## config.mk

```make
export PLATFORM = sky130hd
export DESIGN_NAME = iline_refill
export DESIGN_NICKNAME = d
export VERILOG_FILES = /design/src/rtl/iside_pkg.sv /design/src/rtl/iline_refill.sv
export SDC_FILE = /design/constraint.sdc
export NUM_CORES = 1
export LEC_CHECK = 0
export CAP_MARGIN = 10
export CORE_ASPECT_RATIO = 1.2
export CORE_MARGIN = 2
export CORE_UTILIZATION = 41
export DETAILED_ROUTE_END_ITERATION = 10
export GPL_ROUTABILITY_DRIVEN = 1
export GPL_TIMING_DRIVEN = 0
export MAX_ROUTING_LAYER = met4
export PLACE_DENSITY = 0.75
export SYNTH_ARGS = -nofsm -noshare
export SYNTH_HDL_FRONTEND = slang
export SYNTH_SLANG_ARGS = --single-unit
```

## constraint.sdc

```tcl
create_clock -name clk -period 9.25 [get_ports clk]
set_input_delay 0.925 -clock clk [delete_from_list [all_inputs] [get_ports clk]]
set_output_delay 0.925 -clock clk [all_outputs]
set_load 0.01 [all_outputs]
```

## src/rtl/iside_pkg.sv

```systemverilog
// Shared I-side definitions for the instruction-cache refill path.
// Holds the cache line geometry and the refill FSM state encoding.
package iside_pkg;

    localparam int LINE_WORDS    = 8;    // 32-bit beats per cache line
    localparam int LINE_BITS     = 256;  // line width in bits
    localparam int LINE_OFF_BITS = 5;    // byte-offset bits inside a line

    typedef enum logic [1:0] {
        ST_IDLE  = 2'b00,
        ST_BURST = 2'b01,
        ST_DONE  = 2'b10,
        ST_ERR   = 2'b11
    } refill_state_e;

endpackage

```

## src/rtl/iline_refill.sv

```systemverilog
// Instruction-cache line-refill engine.
// Accepts a one-cycle miss request and issues a WORDS-beat incrementing
// Wishbone burst for the line-aligned address. It collects the returned words
// into one line and signals the cache with a one-cycle line_valid pulse, or
// with a one-cycle fill_err pulse if the slave reports a bus error.
//
// Ports:
//   clk, rst_n          clock; asynchronous active-high reset (name is historical)
//   fill_req, fill_addr miss request and miss address (line offset ignored)
//   fill_busy           engine is not idle
//   line_valid          one-cycle pulse, line_o holds a complete line
//   fill_err            one-cycle pulse, burst aborted by wb_err_i
//   line_o              assembled line, word k at [DW*k +: DW]
//   wb_*                Wishbone burst master signals
module iline_refill
    import iside_pkg::*;
#(
    parameter int WORDS = LINE_WORDS,
    parameter int DW    = 32,
    parameter int AW    = 32
) (
    input  logic                clk,
    input  logic                rst_n,
    input  logic                fill_req,
    input  logic [AW-1:0]       fill_addr,
    output logic                fill_busy,
    output logic                line_valid,
    output logic                fill_err,
    output logic [WORDS*DW-1:0] line_o,
    output logic                wb_cyc_o,
    output logic                wb_stb_o,
    output logic                wb_cab_o,
    output logic [DW/8-1:0]     wb_sel_o,
    output logic [AW-1:0]       wb_adr_o,
    input  logic [DW-1:0]       wb_dat_i,
    input  logic                wb_ack_i,
    input  logic                wb_err_i
);

    localparam int BEAT_W = $clog2(WORDS);
    localparam int BYTE_W = $clog2(DW / 8);
    localparam int OFF_W  = BEAT_W + BYTE_W;
    localparam int BASE_W = AW - OFF_W;

    refill_state_e         state_q;
    refill_state_e         state_d;
    logic [BEAT_W-1:0]     beat_q;
    logic [BASE_W-1:0]     base_q;
    logic [DW-1:0]         words_q [WORDS];

    // Line-offset bits of the miss address are intentionally dropped.
    logic unused_addr_bits;
    assign unused_addr_bits = ^fill_addr[OFF_W-1:0];

    wire good_ack  = wb_ack_i && !wb_err_i;
    wire last_beat = (beat_q == BEAT_W'(WORDS - 1));

    always_ff @(posedge clk or posedge rst_n) begin
        if (rst_n) begin
            state_q <= ST_IDLE;
        end else begin
            state_q <= state_d;
        end
    end

    // Every output is decoded from registered state and registers only, so
    // no combinational path runs from wb_ack_i/wb_err_i to the bus outputs.
    always_comb begin
        state_d    = state_q;
        fill_busy  = (state_q != ST_IDLE);
        line_valid = 1'b0;
        fill_err   = 1'b0;
        wb_cyc_o   = 1'b0;
        wb_stb_o   = 1'b0;
        wb_cab_o   = 1'b0;
        wb_sel_o   = '0;
        wb_adr_o   = '0;
        case (state_q)
            ST_IDLE: begin
                if (fill_req) state_d = ST_BURST;
            end
            ST_BURST: begin
                wb_cyc_o = 1'b1;
                wb_stb_o = 1'b1;
                wb_cab_o = 1'b1;
                wb_sel_o = '1;
                wb_adr_o = {base_q, beat_q, {BYTE_W{1'b0}}};
                // An error beats a same-cycle ack.
                if (wb_err_i)                  state_d = ST_ERR;
                else if (wb_ack_i && last_beat) state_d = ST_DONE;
            end
            ST_DONE: begin
                line_valid = 1'b1;
                state_d    = ST_IDLE;
            end
            ST_ERR: begin
                fill_err = 1'b1;
                state_d  = ST_IDLE;
            end
            default: state_d = ST_IDLE;
        endcase
    end

    // Words are overwritten one beat at a time, so the previous line stays
    // visible until the first ack of the next fill.
    always_ff @(posedge clk or posedge rst_n) begin
        if (rst_n) begin
            beat_q <= '0;
            base_q <= '0;
            for (int k = 0; k < WORDS; k++) words_q[k] <= '0;
        end else begin
            if (state_q == ST_IDLE && fill_req) begin
                base_q <= fill_addr[AW-1:OFF_W];
                beat_q <= '0;
            end else if (state_q == ST_BURST && good_ack) begin
                words_q[beat_q] <= wb_dat_i;
                beat_q          <= beat_q + 1'b1;
            end
        end
    end

    for (genvar k = 0; k < WORDS; k++) begin : g_line
        assign line_o[DW*k +: DW] = words_q[k];
    end

endmodule

```

==> results of run 1 <==
-- area by class of cell --
cell class                      instances  area, um2  share of cell area [%]
Timing Repair Buffer                  361       3650                    22.2
Multi-Input combinational cell        347       3730                    22.8
Sequential cell                       288       7210                    43.9
Clock inverter                         11        160                   0.976
Inverter                                2       15.0                  0.0915
Tap cell                              340        425                    2.59
Clock buffer                           45        908                    5.53
Buffer                                 45        315                    1.92
-- power by group through the flow --
stage / logic [uW] / clock network (uW) / registers, uW
floorplan: 557 / 0 / 1860
global placement: 1510 / 0 / 1750
detailed placement: 1530 / 0 / 1760
CTS: 1540 / 1310 / 1740
global route: 1600 / 1360 / 1780
finish: 1520 / 1280 / 1740
-- final timing paths --
| kind | startpoint | endpoint | slack [ns] | cells past startpoint |
|---|---|---|---|---|
| max in group asynchronous | rst_n | line_o[210]$_DFFE_PP0P_ | 7.48 | 3 |
| max reg2reg | beat_q[0]$_DFFE_PP0P_ | line_o[124]$_DFFE_PP0P_ | 6.91 | 5 |
| min reg2reg | base_q[9]$_DFFE_PP0P_ | base_q[9]$_DFFE_PP0P_ | 0.50 | 1 |
| max | state_q[0]$_DFFE_PP0P_ | wb_adr_o[4] | 5.59 | 4 |
| min in group asynchronous | rst_n | line_o[27]$_DFFE_PP0P_ | 0.84 | 2 |
| min | base_q[9]$_DFFE_PP0P_ | base_q[9]$_DFFE_PP0P_ | 0.50 | 1 |
-- critical path, delay by kind of cell (launching register included) --
kind / cells / cell delay, ns
buffers and inverters: 2 / 1.17
flip-flops: 1 / 0.44
AND/OR/NAND/NOR: 2 / 0.60
-- registers in the layout (all words and copies together), names as in the netlist --
name / cells
base_q: 27
state_q: 2
line_o: 256
beat_q: 3
-- metrics by stage --
stage	instances	area, um2	hold WS (ns)
floorplan	682	11300	0.472
detailed placement	1383	15300	0.482
CTS	1439	16400	0.498
global placement	1381	15300	0.469
global route	1439	16400	0.507
finish	1439	16400	0.496
-- routing by layer --
metal  GRT usage [%]  part of all wire [%]  vias up
met5               -                     0        -
met4            6.50                   2.9        0
met3            3.82                   5.2       53
met2            35.4                    51      212
met1            25.2                    41     3653
li1                -                     -     3165
-- cells by family after synthesis --
logic type | after synthesis | synth area share (%)
mux | 283 | 29.4
fa+ha+maj | 2 | 0.222
xor+xnor | 1 | 0.0778
flops | 288 | 64.0
compound gates | 4 | 0.200
simple gates | 55 | 3.23
other cells | 1 | 0.0333
buf+inv | 47 | 2.87
-- cell usage after synthesis, types with 2 or more instances --
library cell / number / area (um2)
mux2_2: 247 / 2780
buf_6: 4 / 45.0
mux2_4: 32 / 480
nand3_1: 2 / 10.0
or4b_1: 2 / 20.0
inv_1: 2 / 7.51
and2_1: 31 / 194
a21oi_1: 3 / 15.0
nand3b_1: 2 / 15.0
nand2_1: 5 / 18.8
buf_4: 11 / 82.6
and4b_1: 2 / 20.0
nor2b_1: 2 / 12.5
mux2_1: 4 / 45.0
dfrtp_1: 288 / 7210
buf_2: 20 / 100
nor2_1: 4 / 15.0
ha_1: 2 / 25.0
buf_12: 3 / 60.1
clkbuf_1: 6 / 22.5
==> impl_metrics.py, run 1 <==
metrics = {
    "sta": {
        "tightest_slew_ns": 0.850,
        "setup_violations": 0,
        "finalCritPeriodShare_pct": 39.6,
        "finClkSkew_ns": 0.00948,
        "hold_violations": 0,
        "layout_setup_ws_ns": 5.59,
        "fmax_mhz": 273,
        "slew_viol_final": 0,
        "rsz0062_at_grt": "false",
        "tns_ns": 0,
        "maxSlewHeadroom_pct": 42.9,
        "finalCriticalPeriod_ns": 3.66,
    },
    "setup_path": {
        "path_cells": "nor2b_1 -> clkbuf_1 -> and2_1 -> clkdlybuf4s50_1",
        "cp_max_fo": 16,
        "arrival_ns": 2.74,
        "crit_required_ns": 8.33,
        "startpoint_type": "flop",
        "critPathSlowestCell": "clkbuf_1",
        "cp_slowest_stage_delay_ns": 0.61,
        "setup.worst_path.class": "reg -> out",
        "cp-end-kind": "output port",
    },
    "route": {
        "viasPerCell": 4.92,
        "drtIter0Drc": 228,
        "wl_per_cell_um": 20.6,
        "routed_wl_um": 29700,
        "drc": 0,
        "vias": 7083,
        "drtAntennaViolNets": 0,
        "first_pass_iters": 4,
    },
    "logic_synthesis": {
        "netlist_area_um2": 11300,
        "syn_avg_cell_area_um2": 16.5,
        "ys_seq_elements": 288,
        "ys_types": 29,
        "syn_inst": 681,
        "ys.flop_type": "dfrtp_1",
        "synth_seq_area_share_pct": 64.0,
        "synthArstFlopShare_pct": 100,
        "synth-edff-count": 0,
        "yosysWarningCount": 0,
    },
    "global_route": {
        "grt_max_degree": 112,
        "grt_pass1_vias": 7351,
        "antenna_found_initial": 0,
        "grt_pass1_wl_um": 44500,
        "gr-total-overflow": 0,
        "grt_usage_pct": 20.8,
    },
    "cells_and_area": {
        "final_cell_mix": "clkdlybuf4s50_1 (359), dfrtp_1 (288), mux2_2 (247)",
        "mostFrequentLayoutCell": "clkdlybuf4s50_1",
        "drive_gt1_share_pct": 34.0,
        "areaGrowthSynthToFinish_pct": 45.8,
        "num-fill-cells": 2096,
        "diodes": 0,
        "fin_nets": 1146,
        "utilization_pct": 60.6,
    },
    "power": {
        "power.share.switching_pct": 27.1,
        "comb_power_share_pct": 33.4,
        "total_power_uw": 4540,
        "leakage_uw": 0.00768,
        "p_sw_uw": 1230,
        "internal_power_uw": 3310,
        "powerDensity_nw_per_um2": 276,
        "seqPwrFrac_pct": 38.4,
        "clkPwrFrac_pct": 28.2,
        "vdd_ir_drop_max_mv": 0.186,
    },
    "floorplan": {
        "pin_count": 367,
        "design.die.area_um2": 28800,
        "start_util_pct": 41.6,
        "die_x_um": 155,
        "core-area_um2": 27100,
        "rows": 66,
        "die_y_um": 186,
    },
    "clocking": {
        "clk_pin_slew_ns": 0.06,
        "postCtsSetupBuffers": 0,
        "cts_tree": "done",
        "ctsHtreeMaxLevel": 1,
        "clkLatencyLatePin_ns": 0.54,
        "hold_buffers": 0,
        "cts_root_buf": "clkbuf_16",
        "cts_resized": 0,
        "clock_sinks": 288,
        "clockBufferDepth": 3,
        "numCtsBuffers": 30,
    },
    "placed_design": {
        "portBuffers": 359,
        "dp_hpwl_um": 20600,
        "globalplace.congestion": 0.775,
        "pre_cts_slack_ns": 5.82,
    },
    "hold_path": {
        "hp-class": "reg -> reg",
    },
    "run_status": {
        "status": "completed",
    },
    "flow_run": {
        "cap_violations": 0,
    },
}
No activity file was read; power rests on OpenSTA's default activity.
==> inputs of run 2 (changes only) <==
clock period = 3.34 ns   (was 9.25 ns; I/O delays follow)
==> run 2 against run 1 <==
  * Die area stayed put
  * Clock power increased to 2.7 times the previous value
  * Sequential share of layout area fell by 0.23 points
  * Clock skew decreased by 0.0014 ns
  * Routed wire length up 0.61%
  * Power rose to 2.8 times the previous value
  * Largest cell class unchanged
  * Largest power group unchanged
==> impl_metrics.py, run 2 (synthesis gave the netlist of run 1 again) <==
metrics = {
    "run_status": {
        "status": "completed",
    },
    "clocking": {
        "ctsHtreeMaxLevel": 1,
        "cts_root_buf": "clkbuf_16",
        "postCtsSetupBuffers": 0,
        "clockBufferDepth": 3,
        "hold_buffers": 0,
        "clock_sinks": 288,
        "clk_pin_slew_ns": 0.06,
        "clkLatencyLatePin_ns": 0.54,
        "cts_resized": 0,
        "cts_tree": "done",
        "numCtsBuffers": 30,
    },
    "power": {
        "leakage_uw": 0.00773,
        "vdd_ir_drop_max_mv": 0.493,
        "powerDensity_nw_per_um2": 760,
    },
    "route": {
        "routed_wl_um": 29900,
        "first_pass_iters": 4,
        "viasPerCell": 4.91,
        "wl_per_cell_um": 20.7,
        "drtAntennaViolNets": 0,
        "drc": 0,
        "vias": 7096,
        "drtIter0Drc": 203,
    },
    "sta": {
        "setup_violations": 0,
        "holdWs_ns": 0.119,
        "rsz0062_at_grt": "false",
        "slew_viol_final": 0,
        "finClkSkew_ns": 0.00810,
        "finalCriticalPeriod_ns": 3.08,
        "hold_violations": 0,
        "maxSlewHeadroom_pct": 47.9,
        "fmax_mhz": 325,
        "finalCritPeriodShare_pct": 92.2,
        "tightest_slew_ns": 0.782,
    },
    "global_route": {
        "grt_max_degree": 43,
        "grt_usage_pct": 20.9,
        "gr-total-overflow": 0,
        "grt_pass1_vias": 7492,
        "antenna_found_initial": 0,
        "grt_pass1_wl_um": 44900,
    },
    "cells_and_area": {
        "mostFrequentLayoutCell": "clkdlybuf4s50_1",
        "final_cells": 1445,
        "areaGrowthSynthToFinish_pct": 46.5,
        "largest_reg_flops": 256,
        "drive_gt1_share_pct": 34.8,
        "diodes": 0,
        "final_cell_mix": "clkdlybuf4s50_1 (359), dfrtp_1 (288), mux2_2 (247)",
        "fin_nets": 1152,
    },
    "hold_path": {
        "hp-class": "in -> async",
    },
    "setup_path": {
        "startpoint_type": "flop",
        "setup.worst_path.class": "reg -> out",
        "cp_max_fo": 16,
        "cp-end-kind": "output port",
        "crit_required_ns": 3.01,
        "arrival_ns": 2.75,
    },
    "floorplan": {
        "die_y_um": 186,
        "pin_count": 367,
        "die_x_um": 155,
        "core-area_um2": 27100,
        "rows": 66,
        "start_util_pct": 41.6,
        "design.die.area_um2": 28800,
    },
    "placed_design": {
        "dp_hpwl_um": 21200,
        "portBuffers": 359,
        "globalplace.congestion": 0.810,
        "dp.cells": 1389,
    },
    "flow_run": {
        "cap_violations": 0,
    },
}
[run 2: cell types whose count changed in the layout (fill, tap and decap cells not counted), sizes merged]
cell,delta
buf,+6
bufinv,-1
clkbuf,-4
clkinv,+4
clkinvlp,+1
[run 2: per-layer routing]
metal	up-vias	wire length [um]	GRT usage, %
li1	3179	-	-
met1	3654	11900	24.7
met2	215	15700	36.8
met3	48	1460	3.77
met4	0	835	6.20
met5	-	0	-
[run 2: final timing paths]
kind	from	to	slack, ns	cells after the start
max	state_q[0]$_DFFE_PP0P_	wb_adr_o[2]	0.26	4
min	rst_n	line_o[119]$_DFFE_PP0P_	0.12	2
max reg2reg	state_q[1]$_DFFE_PP0P_	line_o[99]$_DFFE_PP0P_	1.04	4
min reg2reg	line_o[216]$_DFFE_PP0P_	line_o[216]$_DFFE_PP0P_	0.49	1
max in group asynchronous	rst_n	line_o[160]$_DFFE_PP0P_	2.00	6
min in group clk	fill_addr[7]	base_q[2]$_DFFE_PP0P_	0.40	2
[run 2: area by class of cell]
cell class              count  area (um2)
fillers                  2099       10600
flip-flops and latches    288        7210
repair buffers            367        3750
multi-input cells         347        3730
clock buffers              41         893
well taps                 340         425
plain buffers              45         315
clock inverters            15         161
inverters                   2        11.3
[run 2: worst max-delay path, stage by stage, from the launching register on]
cell and delay (ns):
dfrtp_1 0.44, nor2b_1 0.31, clkbuf_1 0.63, and2_1 0.22, clkdlybuf4s50_1 0.59
[run 2: per-stage QoR]
stage	total power (uW)	utilization [%]	cell area [um2]	setup WS, ns	setup TNS, ns
final	12500	60.9	16500	0.260	0
after global routing	13100	60.9	16500	0.0763	0
after CTS	12700	60.9	16500	0.203	0
after detailed placement	9160	57.0	15400	0.514	0
after global placement	9040	56.4	15300	-2.93	-833.56
after floorplan	6700	-	11300	-0.813	-234.20
[run 2: where the power goes]
| part | internal (uW) | switching, uW | total [uW] |
|---|---|---|---|
| combinational | 2620 | 1610 | 4230 |
| clock | 2100 | 1370 | 3470 |
| sequential | 4370 | 460 | 4830 |
